--- config.mk ---
export PLATFORM = sky130hd
export DESIGN_NAME = sim_uart_in_source_flat
export DESIGN_NICKNAME = d
export VERILOG_FILES = /design/src/rtl/sim_uart_in_source_if.sv /design/src/rtl/sim_uart_in_source.sv /design/src/flat_wrapper.sv
export SDC_FILE = /design/constraint.sdc
export NUM_CORES = 1
export LEC_CHECK = 0
export CORE_UTILIZATION = 59
export DETAILED_ROUTE_END_ITERATION = 12
export PLACE_DENSITY = 0.8
export SLEW_MARGIN = 10
export SYNTH_ARGS = -nofsm -noshare
export SYNTH_HDL_FRONTEND = slang
export SYNTH_SLANG_ARGS = --single-unit
export TNS_END_PERCENT = 50
--- constraint.sdc ---
create_clock -name clock -period 4.2 [get_ports clock]
set_input_delay 0.42 -clock clock [delete_from_list [all_inputs] [get_ports clock]]
set_output_delay 0.42 -clock clock [all_outputs]
set_load 0.05 [all_outputs]
--- src/rtl/sim_uart_in_source_if.sv ---
// Host-push / SoC-pull bundle for the simulation UART input source.
// The master side is the host plus SoC strobe; the slave side is the FIFO block.
interface sim_uart_in_source_if #(
    parameter int unsigned DEPTH = 16
);
    localparam int unsigned CW = $clog2(DEPTH) + 1;

    logic          push_valid;
    logic          push_ready;
    logic [7:0]    push_data;
    logic          io_uart_in_valid;
    logic [7:0]    io_uart_in_ch;
    logic [CW-1:0] count;
    logic [31:0]   empty_reads;

    modport master (
        output push_valid,
        output push_data,
        output io_uart_in_valid,
        input  push_ready,
        input  io_uart_in_ch,
        input  count,
        input  empty_reads
    );

    modport slave (
        input  push_valid,
        input  push_data,
        input  io_uart_in_valid,
        output push_ready,
        output io_uart_in_ch,
        output count,
        output empty_reads
    );
endinterface

--- src/rtl/sim_uart_in_source.sv ---
// Simulation-only UART input source: host pushes bytes into a FIFO, the SoC pulls one
// byte per strobe with zero latency, gated by a post-reset hold-off window.
module sim_uart_in_source #(
    parameter int unsigned DEPTH          = 16,
    parameter int unsigned HOLDOFF_CYCLES = 1000,
    parameter logic [7:0]  EMPTY_CHAR     = 8'hFF
) (
    input logic                clock,
    input logic                reset_n,
    sim_uart_in_source_if.slave bus
);
    localparam int unsigned PW = $clog2(DEPTH);
    localparam int unsigned CW = PW + 1;

    localparam logic [0:0] ST_HOLDOFF = 1'b0;
    localparam logic [0:0] ST_ACTIVE  = 1'b1;
    // A zero-length hold-off skips straight to ACTIVE out of reset.
    localparam logic [0:0] ST_RESET   = (HOLDOFF_CYCLES == 0) ? ST_ACTIVE : ST_HOLDOFF;

    logic [7:0]    mem_q [DEPTH];
    logic [PW-1:0] wr_ptr_q, rd_ptr_q;
    logic [CW-1:0] count_q, count_d;
    logic [31:0]   empty_reads_q;
    logic [31:0]   holdoff_cnt_q;
    logic [0:0]    state_q, state_d;

    logic push_ready;
    logic deliver;
    logic push;
    logic pop;
    logic empty_read;

    always_comb begin
        push_ready = reset_n && (count_q != CW'(DEPTH));
        deliver    = reset_n && (state_q == ST_ACTIVE) && (count_q != '0);
        push       = bus.push_valid && push_ready;
        pop        = bus.io_uart_in_valid && deliver;
        empty_read = bus.io_uart_in_valid && !deliver;
    end

    always_comb begin
        state_d = state_q;
        if (state_q == ST_HOLDOFF && holdoff_cnt_q == HOLDOFF_CYCLES - 1) begin
            state_d = ST_ACTIVE;
        end
    end

    always_comb begin
        count_d = count_q;
        unique case ({push, pop})
            2'b10:   count_d = count_q + 1'b1;
            2'b01:   count_d = count_q - 1'b1;
            default: count_d = count_q;
        endcase
    end

    always_ff @(posedge clock) begin
        if (!reset_n) begin
            wr_ptr_q      <= '0;
            rd_ptr_q      <= '0;
            count_q       <= '0;
            empty_reads_q <= '0;
            holdoff_cnt_q <= '0;
            state_q       <= ST_RESET;
        end else begin
            state_q <= state_d;
            count_q <= count_d;
            if (state_q == ST_HOLDOFF) begin
                holdoff_cnt_q <= holdoff_cnt_q + 32'd1;
            end
            if (push) begin
                wr_ptr_q <= wr_ptr_q + 1'b1;
            end
            if (pop) begin
                rd_ptr_q <= rd_ptr_q + 1'b1;
            end
            if (empty_read && empty_reads_q != 32'hFFFF_FFFF) begin
                empty_reads_q <= empty_reads_q + 32'd1;
            end
        end
    end

    // Storage needs no reset: stale entries are unreachable once the pointers clear.
    always_ff @(posedge clock) begin
        if (push) begin
            mem_q[wr_ptr_q] <= bus.push_data;
        end
    end

    assign bus.push_ready    = push_ready;
    assign bus.io_uart_in_ch = deliver ? mem_q[rd_ptr_q] : EMPTY_CHAR;
    assign bus.count         = count_q;
    assign bus.empty_reads   = empty_reads_q;
endmodule

--- src/flat_wrapper.sv ---
// flat-port wrapper written by rule: the top's interface ports become plain ports
module sim_uart_in_source_flat 
#(
    parameter int unsigned DEPTH          = 16,
    parameter int unsigned HOLDOFF_CYCLES = 1000,
    parameter logic [7:0]  EMPTY_CHAR     = 8'hFF
)
  (clock, reset_n, bus_push_valid, bus_push_data, bus_io_uart_in_valid, bus_push_ready, bus_io_uart_in_ch, bus_count, bus_empty_reads);
  sim_uart_in_source_if #(.DEPTH(DEPTH)) bus_i ();
  input logic clock;
  input logic reset_n;
  input wire logic [$bits(bus_i.push_valid)-1:0] bus_push_valid;
  input wire logic [$bits(bus_i.push_data)-1:0] bus_push_data;
  input wire logic [$bits(bus_i.io_uart_in_valid)-1:0] bus_io_uart_in_valid;
  output wire logic [$bits(bus_i.push_ready)-1:0] bus_push_ready;
  output wire logic [$bits(bus_i.io_uart_in_ch)-1:0] bus_io_uart_in_ch;
  output wire logic [$bits(bus_i.count)-1:0] bus_count;
  output wire logic [$bits(bus_i.empty_reads)-1:0] bus_empty_reads;
  assign bus_i.push_valid = bus_push_valid;
  assign bus_i.push_data = bus_push_data;
  assign bus_i.io_uart_in_valid = bus_io_uart_in_valid;
  assign bus_push_ready = bus_i.push_ready;
  assign bus_io_uart_in_ch = bus_i.io_uart_in_ch;
  assign bus_count = bus_i.count;
  assign bus_empty_reads = bus_i.empty_reads;
  sim_uart_in_source #(.DEPTH(DEPTH), .HOLDOFF_CYCLES(HOLDOFF_CYCLES), .EMPTY_CHAR(EMPTY_CHAR)) u_core (.clock(clock), .reset_n(reset_n), .bus(bus_i));
endmodule
==> flow_summary.yaml <==
run_status:
  outcome: "complete, but fails checks"
  failed_checks: "design-rule violations"
power_and_ir_drop:
  seqPwrFrac_pct: 51.6
  peakVddDrop_v: 0.000341
  p_per_area_mw_per_mm2: 409
  leakage_uw: 0.00332
  p_sw_share_pct: 20.8
  internal_power_uw: 3400
  power_uw: 4290
  clkPwrFrac_pct: 45.2
  power.switching_uw: 895
  comb_power_share_pct: 3.2
route:
  ant_nets: 0
  drc: 4
  routed_wl_mm: 19.8
  vias: 6041
  routed_via_density: 6.33
  first_iter_violations: 547
  wl_per_cell_um: 20.7
  drt_first_pass_iters: 9
floorplanning:
  die_x_um: 126
  core-area_sq_mm: 0.0147
  die_area_sq_mm: 0.0158
  start_util_pct: 61.3
  io_pins: 58
  die_h_um: 126
  rows: 44
cells_and_area:
  final_layout_size_suffix_gt1_share_pct: 13.2
  syn2layout_area_growth_pct: 16.4
  n_antenna_cell: 0
  multi_input_area_sq_mm: 0.00331
  final_core_util_pct: 71.3
  fillers: 957
  seqCellArea_sq_mm: 0.00549
  final_common_cell: "edfxtp_1"
  layout_common_cells: "128 x edfxtp_1, 81 x dfxtp_1, 56 x clkdlybuf4s50_1, 53 x nor2_1, 49 x nand2_1"
  nNetsFinal: 776
clocking:
  cts_resized: 0
  cts_buffers: 22
  postCtsHoldBufs: 0
  clk-insertion-delay-late_ns: 0.50
  post-cts-setup-buffers: 0
  clkSinkCount: 210
  clk_pin_slew_worst_paths_ns: 0.06
  cts_htree_levels: 1
  clockBufferDepth: 3
  cts_tree: "built"
  root_buffer: "clkbuf_16"
sta:
  finalHoldViolations: 0
  setup_violations: 0
  relSlewSlack_pct: 22.4
  clock_skew_ns: 0.00813
  period_share_pct: 92.1
  rsz0062_at_grt: "no"
  finalSetupTns_ns: 0
  whs_ns: 0.495
  fmax_ghz: 0.259
  tightest_slew_ns: 1.16
  maxSlewViolCount: 0
  post-route-min-period_ns: 3.87
synthesis:
  yosys_warnings: 0
  synth.area.top_cells: "edfxtp_1 43%, dfxtp_1 18%, mux4_2 10%"
  synth_top_area_share_pct: 42.7
  synth_top_area_cell: "edfxtp_1"
  post_synth.cell_area_avg_sq_um: 12.9
  synth_ff_type: "edfxtp_1"
  synth_edf_count: 128
  ys_types: 47
  synth_nets: 721
  ys_ff_latch: 210
  netlist_area_sq_mm: 0.00901
  netlist_instances: 699
  async_flop_share_pct: 0
  yosysSeqAreaShare_pct: 60.9
global_routing:
  grt_usage_pct: 25.7
  grt_max_degree: 70
  grt_pass1_vias: 5926
  grt_pass1_wl_mm: 31.6
  antenna_found_initial: 0
  grt-ovfl-total: 0
setup_path:
  start_kind: "register"
  crit_fanout: 23
  critPathCaptureType: "output pin"
  required_ns: 3.78
  critPathArrivalTime_ns: 3.45
  path_class: "register to output pin"
worst_hold_path:
  hold_class: "register to register"
place:
  routabilityCongestion: 0.814
  dp_hpwl_mm: 12.3
  port_buffers: 57
run:
  cap_violations: 0
## power groups by stage
| stage | registers (uW) | clock network [uW] | logic (uW) |
|---|---|---|---|
| finish | 2220 | 1940 | 135 |
| global route | 2220 | 2040 | 146 |
| CTS | 2220 | 1950 | 136 |
| detailed placement | 2260 | 0 | 135 |
| global placement | 2260 | 0 | 128 |
| floorplan | 2270 | 0 | 62.4 |
## synthesized netlist by cell type (6+ instances only)
library cell and number:
o31ai_1 11, a21oi_1 31, or2_2 9, ha_1 10, nand2b_1 10, clkbuf_1 24
or3_1 20, nand4_1 24, o21bai_1 6, inv_1 19, nand3_1 18, or4_1 12
o21ai_0 19, dfxtp_1 82, mux2i_1 13, nor3_1 18, edfxtp_1 128, xor2_1 18
nand2_1 49, mux4_2 40, nor2_1 53, and4_1 8, nor4_1 17, buf_1 10
xnor2_1 11
## cell type report
| type | count | area share [%] |
|---|---|---|
| inverters | 19 | 0.680 |
| clock inverters | 15 | 1.55 |
| well taps | 184 | 2.20 |
| flip-flops and latches | 210 | 52.3 |
| multi-input cells | 434 | 31.6 |
| clock buffers | 25 | 5.36 |
| repair buffers | 67 | 6.25 |
## path summary, 6_finish.rpt
path	startpoint	to	slack (ns)	cells after the start
worst max-delay path	register	bus_io_uart_in_ch[7]	0.33	5
worst min-delay path	u_core.bus.empty_reads[26]	u_core.bus.empty_reads[26]	0.49	2
worst max register to register	u_core.bus.count[1]	u_core.bus.count[4]	0.75	9
worst min register to register	u_core.bus.empty_reads[26]	u_core.bus.empty_reads[26]	0.49	2
## metrics by stage
step,cell area [sq um],cells,setup WS [ns]
finish,10500,954,0.334
global route,10500,954,0.231
CTS,10500,954,0.303
detailed placement,9760,914,0.686
global placement,9760,914,0.781
floorplan,9010,699,0.660
## flip-flops by register name (all words and copies together), names as in the netlist, named ones only
register / count
u_core.holdoff_cnt_q: 32
u_core.rd_ptr_q: 4
u_core.state_q: 1
u_core.bus.empty_reads: 32
u_core.wr_ptr_q: 4
u_core.bus.count: 5
u_core.mem_q: 128
## cells by family (layout without fill, tap and decap cells)
logic type                 count (synthesis)  in the layout  synth area share [%]
and+or+nand+nor                          257            257                  15.3
DFF                                      210            210                  60.9
AOI/OAI and AO/OA                         85             85                  5.85
buffers and inverters                     55            126                  2.32
muxes                                     53             53                  11.4
xor gates and xnor gates                  29             29                  2.82
adders and majority gates                 10             10                  1.39
## worst max-delay path: stages, from the launching register on
cell and delay (ns):
dfxtp_2 0.58, buf_12 0.28, mux4_2 0.56, mux4_2 0.51, or2_2 0.29, clkdlybuf4s50_1 0.71
## layer usage
layer  part of all wire [%]  track usage (%)
met5                      0                0
met4                    2.1             6.53
met3                    5.7             3.29
met2                     50             44.8
met1                     42             34.1
(Power assumes the default switching activity.)
